### src/rtl/rr_onehot_scheduler_if.sv
// Handshake bundle between the requesters, the round-robin scheduler and the
// shared downstream port. The master modport is the scheduler's view.
interface rr_onehot_scheduler_if #(
  parameter int NumIn = 4
);
  localparam int IdxWidth = (NumIn == 1) ? 1 : $clog2(NumIn);

  logic [NumIn-1:0]    req_i;
  logic [NumIn-1:0]    gnt_o;
  logic [NumIn-1:0]    sel_o;
  logic [IdxWidth-1:0] idx_o;
  logic                valid_o;
  logic                ready_i;

  modport master (
    input  req_i,
    input  ready_i,
    output gnt_o,
    output sel_o,
    output idx_o,
    output valid_o
  );

  modport slave (
    output req_i,
    output ready_i,
    input  gnt_o,
    input  sel_o,
    input  idx_o,
    input  valid_o
  );
endinterface

### src/rtl/rr_onehot_scheduler.sv
// Round-robin scheduler: picks one active requester starting from a rotating
// pointer, holds the pick while the downstream stalls, and advances the
// pointer past the winner only when the handshake completes.
module rr_onehot_scheduler #(
  parameter int NumIn = 4
) (
  input  logic                   clk_i,
  input  logic                   rst_i,
  input  logic                   flush_i,
  rr_onehot_scheduler_if.master  bus
);
  localparam int IdxWidth = (NumIn == 1) ? 1 : $clog2(NumIn);

  typedef enum logic {
    IDLE = 1'b0,
    LOCK = 1'b1
  } state_e;

  state_e              state_q, state_d;
  logic [IdxWidth-1:0] rr_q, rr_d;
  logic [NumIn-1:0]    sel_q, sel_d;

  logic [NumIn-1:0]    req_rot;
  logic                win_found;
  logic [IdxWidth-1:0] win_idx;
  logic [NumIn-1:0]    sel_arb;
  logic [NumIn-1:0]    sel;
  logic [NumIn-1:0]    gnt;
  logic [IdxWidth-1:0] idx;
  logic [IdxWidth-1:0] idx_inc;
  logic                valid;
  logic                hs;

  // Rotate the requests so the pointer position lands on bit 0; the first set
  // bit of the rotated vector is then the distance from the pointer to the winner.
  assign req_rot = NumIn'({bus.req_i, bus.req_i} >> rr_q);

  // Find the nearest request at or after the pointer and map it back to an index.
  always_comb begin
    int sum;
    win_found = 1'b0;
    win_idx   = '0;
    sum       = 0;
    for (int j = 0; j < NumIn; j++) begin
      if (!win_found && req_rot[j]) begin
        win_found = 1'b1;
        sum       = int'(rr_q) + j;
        if (sum >= NumIn) begin
          sum = sum - NumIn;
        end
        win_idx = IdxWidth'(sum);
      end
    end
  end

  // One-hot decode of the arbitration winner.
  generate
    for (genvar gi = 0; gi < NumIn; gi++) begin : g_sel_arb
      assign sel_arb[gi] = win_found && (win_idx == IdxWidth'(gi));
    end
  endgenerate

  // Output logic: a held selection overrides live arbitration.
  always_comb begin
    sel   = (state_q == LOCK) ? sel_q : sel_arb;
    valid = |sel;
    hs    = valid & bus.ready_i;
    gnt   = hs ? sel : '0;
    idx   = '0;
    for (int k = 0; k < NumIn; k++) begin
      if (sel[k]) begin
        idx = idx | IdxWidth'(k);
      end
    end
    // Explicit wrap so a non-power-of-two NumIn never reaches NumIn.
    idx_inc = (idx == IdxWidth'(NumIn - 1)) ? '0 : idx + IdxWidth'(1);
  end

  assign bus.sel_o   = sel;
  assign bus.gnt_o   = gnt;
  assign bus.idx_o   = idx;
  assign bus.valid_o = valid;

  // Next-state logic: lock on a stall, advance the pointer on a handshake; flush wins.
  always_comb begin
    state_d = state_q;
    rr_d    = rr_q;
    sel_d   = sel_q;
    if (flush_i) begin
      state_d = IDLE;
      rr_d    = '0;
      sel_d   = '0;
    end else begin
      case (state_q)
        IDLE: begin
          if (valid && !bus.ready_i) begin
            state_d = LOCK;
            sel_d   = sel;
          end else if (hs) begin
            rr_d = idx_inc;
          end
        end
        LOCK: begin
          if (hs) begin
            state_d = IDLE;
            rr_d    = idx_inc;
            sel_d   = '0;
          end
        end
        default: begin
          state_d = IDLE;
        end
      endcase
    end
  end

  // State register with synchronous reset.
  always_ff @(posedge clk_i) begin
    if (rst_i) begin
      state_q <= IDLE;
      rr_q    <= '0;
      sel_q   <= '0;
    end else begin
      state_q <= state_d;
      rr_q    <= rr_d;
      sel_q   <= sel_d;
    end
  end

`ifndef SYNTHESIS
`ifndef COMMON_CELLS_ASSERTS_OFF
  // The selection presented downstream is never more than one requester.
  sel_onehot_a : assert property (@(posedge clk_i) disable iff (rst_i) $onehot0(sel));

  // A held requester must keep its request up until it is granted.
  lock_req_held_a : assert property (@(posedge clk_i) disable iff (rst_i || flush_i)
    (state_q == LOCK) |-> |(bus.req_i & sel_q));
`endif
`endif

endmodule

### src/flat_wrapper.sv
// flat-port wrapper written by rule: the top's interface ports become plain ports
module rr_onehot_scheduler_flat 
#(
  parameter int NumIn = 4
)
  (clk_i, rst_i, flush_i, bus_req_i, bus_ready_i, bus_gnt_o, bus_sel_o, bus_idx_o, bus_valid_o);
  rr_onehot_scheduler_if #(.NumIn(NumIn)) bus_i ();
  input  logic clk_i;
  input  logic rst_i;
  input  logic flush_i;
  input wire logic [$bits(bus_i.req_i)-1:0] bus_req_i;
  input wire logic [$bits(bus_i.ready_i)-1:0] bus_ready_i;
  output wire logic [$bits(bus_i.gnt_o)-1:0] bus_gnt_o;
  output wire logic [$bits(bus_i.sel_o)-1:0] bus_sel_o;
  output wire logic [$bits(bus_i.idx_o)-1:0] bus_idx_o;
  output wire logic [$bits(bus_i.valid_o)-1:0] bus_valid_o;
  assign bus_i.req_i = bus_req_i;
  assign bus_i.ready_i = bus_ready_i;
  assign bus_gnt_o = bus_i.gnt_o;
  assign bus_sel_o = bus_i.sel_o;
  assign bus_idx_o = bus_i.idx_o;
  assign bus_valid_o = bus_i.valid_o;
  rr_onehot_scheduler #(.NumIn(NumIn)) u_core (.clk_i(clk_i), .rst_i(rst_i), .flush_i(flush_i), .bus(bus_i));
endmodule
### config.mk
export PLATFORM = sky130hd
export DESIGN_NAME = rr_onehot_scheduler_flat
export DESIGN_NICKNAME = d
export VERILOG_FILES = /design/src/rtl/rr_onehot_scheduler_if.sv /design/src/rtl/rr_onehot_scheduler.sv /design/src/flat_wrapper.sv
export SDC_FILE = /design/constraint.sdc
export NUM_CORES = 1
export LEC_CHECK = 0
export BUFFER_PORTS_ARGS = -buffer_cell sky130_fd_sc_hd__buf_2
export CAP_MARGIN = 20
export CORE_MARGIN = 1.5
export CORE_UTILIZATION = 49
export DETAILED_ROUTE_END_ITERATION = 12
export PLACE_DENSITY = 0.82
export SLEW_MARGIN = 15
export SYNTH_ARGS = -nofsm -noshare
export SYNTH_HDL_FRONTEND = slang
export SYNTH_SLANG_ARGS = --single-unit
### constraint.sdc
create_clock -name clk_i -period 1.5 [get_ports clk_i]
set_input_delay 0 -clock clk_i [delete_from_list [all_inputs] [get_ports clk_i]]
set_output_delay 0 -clock clk_i [all_outputs]
set_load 0.03 [all_outputs]
After elaboration in Yosys (flattened, before gate mapping)
Cells that the tools add are included.
Storage, ports and cells
  output and inout bits: 11
  logic and storage cells: 68
  bits in registers: 7
  bits of input ports: 8
Cells by class
  reductions and logical operators: 16
  shifts and indexed selects: 1
  multiplexer cells: 27
  eq/ne operators: 7
  $add $sub $neg: 8
  bitwise operators: 2
  $lt $le $gt $ge: 4
Operators with widths (number)
  $mux W2: 13
  $mux W4: 4
  $ge A3 B3 Y1 const B: 3
  $logic_and A1 B1 Y1: 8
  $pmux W4 S2: 1
  $shr A8 B2 Y4: 1
  $sub A2 B1 Y2 const B: 4
  $mux W1: 7
  $add A2 B2 Y3 const B: 2
  $eq A2 B2 Y1 const B: 3
  $logic_not A1 Y1: 4
  $ne A2 B2 Y1 const B: 2
  $pmux W2 S2: 1
  $reduce_or A4 Y1: 1
  $add A2 B1 Y3 const B: 1
  $ge A2 B3 Y1 const B: 1
  $add A2 B1 Y2 const B: 1
  $eq A2 B1 Y1 const B: 1
  $logic_not A2 Y1: 1
  $ne A2 B1 Y1 const B: 1
  $pmux W1 S2: 1
  $reduce_and A2 Y1: 1
  $reduce_or A2 Y1: 1
  $and A1 B1 Y1: 1
  $not A1 Y1: 1

Longest topological paths before layout
  depth in word-level cells: 22
  mapped depth: 6
  depth with buffers taken out: 5

Least setup slack after synthesis
Ideal clock, no wire load.
  kind: register to output
  start point: register u_core.rr_q[1]
  end point: output bus_gnt_o[1]
  stages on the path, launching flop included: 6
  required time: 1.500 ns
  arrival: 1.983 ns
  slack: -0.483 ns
  buffers on the path: 1
  path through: dfxtp_1 clkbuf_8 a21oi_1 o211ai_1 o21ai_0 nor2b_1
Between the ends
  word-level cells in the longest chain between the ends: 17
Ends and longest elaborated chain
  start, declared: RTL line rr_onehot_scheduler.sv:20  | logic [IdxWidth-1:0] rr_q, rr_d;
  start signal, assigned: RTL line rr_onehot_scheduler.sv:125  | rr_q <= rr_d;
  parallel branches: the longest is 12 deep, another holds $add A2 B1 Y3
  $logic_and A1 B1 Y1 (*): RTL line rr_onehot_scheduler.sv:59  | assign sel_arb[gi] = win_found && (win_idx == IdxWidth'(gi));
  $mux W4 (*): RTL line rr_onehot_scheduler.sv:65  | sel = (state_q == LOCK) ? sel_q : sel_arb;
  net bus_sel_o[1]: RTL line flat_wrapper.sv:14  | output wire logic [$bits(bus_i.sel_o)-1:0] bus_sel_o;
  $reduce_or A4 Y1: RTL line rr_onehot_scheduler.sv:66  | valid = |sel;
  $and A1 B1 Y1: RTL line rr_onehot_scheduler.sv:67  | hs = valid & bus.ready_i;
  $mux W4 (*): RTL line rr_onehot_scheduler.sv:68  | gnt = hs ? sel : '0;
  end, declared: RTL line flat_wrapper.sv:13  | output wire logic [$bits(bus_i.gnt_o)-1:0] bus_gnt_o;
Mark *: on every way through the listed nets, which the timed path passes.

Worst setup path in the final report
  start point: register u_core.rr_q[0]
  end point: output bus_gnt_o[2]
Between the ends
  word-level cells in the longest chain between the ends: 17
Ends and longest elaborated chain (RTL line)
  parallel branches: the longest is 13 deep, another holds $add A2 B1 Y3
  $mux W4 (*): rr_onehot_scheduler.sv:65
  $reduce_or A4 Y1: rr_onehot_scheduler.sv:66
  $and A1 B1 Y1: rr_onehot_scheduler.sv:67
  $mux W4 (*): rr_onehot_scheduler.sv:68
Mark *: on every way between the ends.

==> summary.md <==
| Metric | Value |
|---|---|
| Status | `complete, but fails checks` |
| Failing checks | `negative setup slack` |
| Yosys top cell by area | `dfxtp_1` |
| Mapped Nets | `90` |
| DRC violations left | `0` |
| Worst VDD drop | `0.501 mV` |
| Slowest Stage Delay on Critical Path | `0.39 ns` |
| Antenna Nets Post-Route | `0` |
| CTS sink cnt | `7` |
| Fin. Hold Viols | `0` |
| Slew @ Worst Pin | `a little under 0.4 ns` |
| Die area | `between 1500 and 2000 µm²` |
| Final Total Pwr | `approximately 680 µW` |
| Primary FF master, synth | `dfxtp_1` |
| Crit path max fanout | `7` |
| Cell Chain, Critical Path | `nor2b_4 > o311a_4 > o31ai_4 > and2_4 > buf_6` |
| Leak pwr | `between 0.0004 and 0.0005 µW` |
| Synthesized flop and latch total | `7` |
| Antenna violations before repair | `0` |
| Register area | `149 µm²` |
| Area growth from synthesis to layout | `55.6%` |
| Netlist cell types | `42` |
| FFs w/ async S/R, synth | `0%` |
| Starting DRT DRC Count | `28` |
| Placer congestion estimate | `0.823` |
| # fillers | `85` |
| # placed instances | `between 100 and 150` |
| Clock Skews | `about 0.0019 ns` |
| Clock period minus worst slack | `between 1.5 and 2 ns` |
| Num rows | `13` |
| # IOs | `19` |
| Period utilization | `106%` |
| Number of global-route vias before repair | `~650` |
| Die X-Extent | `around 40 µm` |
| Area of the core | `about 1300 µm²` |
| CP Data Required Time | `about 1.5 ns` |
| MaxCap Viol Count | `0` |
| Worst reg2reg path startpoint | `u_core.rr_q[1]$_SDFFE_PP0P_` |
| Crit path to | `bus_gnt_o[2]` |
| Hold slack | `a little under 0.08 ns` |
| Largest net degree at the start of global routing | `10` |
| Arr. time, crit path | `about 1.6 ns` |
| Max_slew headroom | `between 70% and 80%` |
| Root Driver | `clkbuf_4` |
| Final WL | `between 2 and 2.5 mm` |
| Setup TNS | `-0.291 ns` |
| Dpl hpwl | `between 1 and 1.5 mm` |
| Routed vias | `approximately 770` |
| Share of the yosys chip area belonging to registers | `approximately a fifth` |
| Initial core utilization | `51.8%` |
| Crit path capture type | `output pin` |
| Multi-input logic area | `slightly below 600 µm²` |
| Synthesized instance count | `between 80 and 90` |
| Top cell type's share of synthesized area | `between 20% and 30%` |
| Share of layout cells above drive strength 1 | `just under 60%` |
| Avg Cell Area, Syn | `between 8 and 9 µm²` |
| Worst skew pair latency | `roughly 0.25 ns` |
| ANT cells | `0` |
| Slew Limit Fails | `0` |
| Clk pin slew, worst setup/hold paths | `~0.05 ns` |
| Fin nets | `around 120` |
| GRT Total Usage | `between 20% and 30%` |
| Hold-fix buffers, CTS | `0` |
| Finished Layout Cells | `around 130` |
| Crit path kind | `reg2out` |
| Worst reg2reg endpoint | `u_core.rr_q[1]$_SDFFE_PP0P_` |
| Reg2reg setup slack | `about 0.02 ns` |
| Largest cells by area after synthesis | `dfxtp_1 21%, a21oi_1 5.3%, nand3_1 4.5%` |
| Port Buf Inserts | `18` |
| Hold crit path type | `in2reg` |
| DRT Pass-1 Iters | `4` |
| Cell area after synthesis | `between 600 and 700 µm²` |
| R2R cell count | `6` |
| FMAX | `approximately 630 MHz` |
| CTS H-tree depth | `1` |
| DIE HEIGHT | `between 30 and 40 µm` |
| Yosys warns | `0` |
| Fin worst setup slack | `-0.0935 ns` |
| Startpoint types | `register` |
| Vias per Instance | `a little over 6` |
| Pwr Density | `653 nW/µm²` |
| Finish-stage setup viols | `7` |
| Number of synthesized flops with an enable pin | `0` |
| CTS tree | `done` |
| First-pass GRT wire length | `between 2 and 3 mm` |
| Critical Path Slowest Stage Cell | `dfxtp_4` |
| Total CTS buffers | `3` |
| End-of-flow core utilization | `80.6%` |
| CP Launch Point | `u_core.rr_q[0]$_SDFFE_PP0P_` |
| Total grt overflow | `0` |
| CTS max path bufs | `2` |
| RSZ-0062 raised after global routing | `yes` |
| Wire per inst | `around 17 µm` |
==> power by group <==
part | internal [µW] | total, µW | switching (µW)
Combinational | 130 | 300 | 170
Sequential | 191 | 203 | 11.8
Clock | 102 | 173 | 71.8
Total | 423 | 676 | 253
==> Yosys cell counts (2+ instances only) <==
library cell / count
clkbuf_8: 2
nand2_1: 5
nand3_1: 6
dfxtp_1: 7
nand2_2: 2
o22ai_1: 2
a21oi_1: 7
o21ai_0: 3
o21ai_1: 4
nor4_1: 2
nor2b_1: 4
nor3_1: 2
nor2_1: 5
nand2b_1: 3
==> cell usage in the layout (no fill, tap or decap), types with 2 or more instances in the layout <==
cell	count
buf_6	8
nor2b_1	2
o21ai_4	2
dfxtp_4	2
o22ai_1	2
nor2_1	5
nor2b_4	2
buf_2	10
nor4_4	2
clkbuf_4	3
nand2b_4	2
buf_4	13
nand2_2	2
a21oi_2	3
a21oi_1	4
nand2_1	5
dfxtp_1	4
o21ai_1	3
nand3_1	6
==> stage by stage <==
stage | instance area [µm²] | worst slack [ns]
3_3_place_gp | 787 | 0.0852
2_1_floorplan | 691 | 0.00899
3_5_place_dp | 787 | 0.0639
4_1_cts | 935 | -0.0854
6_report | 1040 | -0.0935
5_1_grt | 1040 | -0.161
==> kinds of logic (layout without fill, tap and decap cells) <==
kind of cell           Yosys count  in the layout  synth area share, %
XOR/XNOR                         2              2                 2.63
AND/OR/NAND/NOR                 37             37                 32.0
AO/OA/AOI/OAI                   28             28                 31.2
multiplexers                     1              1                 3.38
flip-flops                       7              7                 21.1
buffers and inverters            7             37                 9.77
==> layout make-up <==
class | count | share of cell area [%]
multi-input combinational | 68 | 57.6
inverter | 2 | 0.725
sequential | 7 | 14.4
clock buffer | 4 | 2.54
timing repair buffer | 31 | 22.9
tap | 15 | 1.81
==> critical path: cells and delay by family, from the launching register on <==
family	cells	cell delay (ns)
simple gates	2	0.24
flops	1	0.39
compound gates	2	0.59
buf+inv	1	0.12
==> worst min-delay path by stage <==
stage	start	end	slack, ns	cells after the start
after floorplan	bus_req_i[2]	bus_sel_o[2]	0.17	2
after global placement	bus_ready_i	u_core.rr_q[0]$_SDFFE_PP0P_	0.33	2
after detailed placement	bus_ready_i	u_core.rr_q[0]$_SDFFE_PP0P_	0.33	2
after CTS	bus_ready_i	u_core.rr_q[0]$_SDFFE_PP0P_	0.06	2
after global routing	bus_ready_i	u_core.rr_q[0]$_SDFFE_PP0P_	0.08	2
final	bus_ready_i	u_core.rr_q[0]$_SDFFE_PP0P_	0.08	2
==> per-layer routing <==
| metal | GRT usage (%) | vias up | share of wire [%] |
|---|---|---|---|
| met3 | 8.52 | 0 | 4.5 |
| met5 | 0 | - | 0 |
| met2 | 46.3 | 26 | 47 |
| li1 | - | 366 | - |
| met1 | 38.3 | 374 | 48 |
| met4 | 2.59 | 0 | 0 |
==> repair_timing <==
action                                  CTS  global route
pin swaps                                 8             5
endpoints found under the setup margin    8            11
buffers inserted                          3             4
gates resized for setup                  26            17
(Power assumes the default switching activity.)
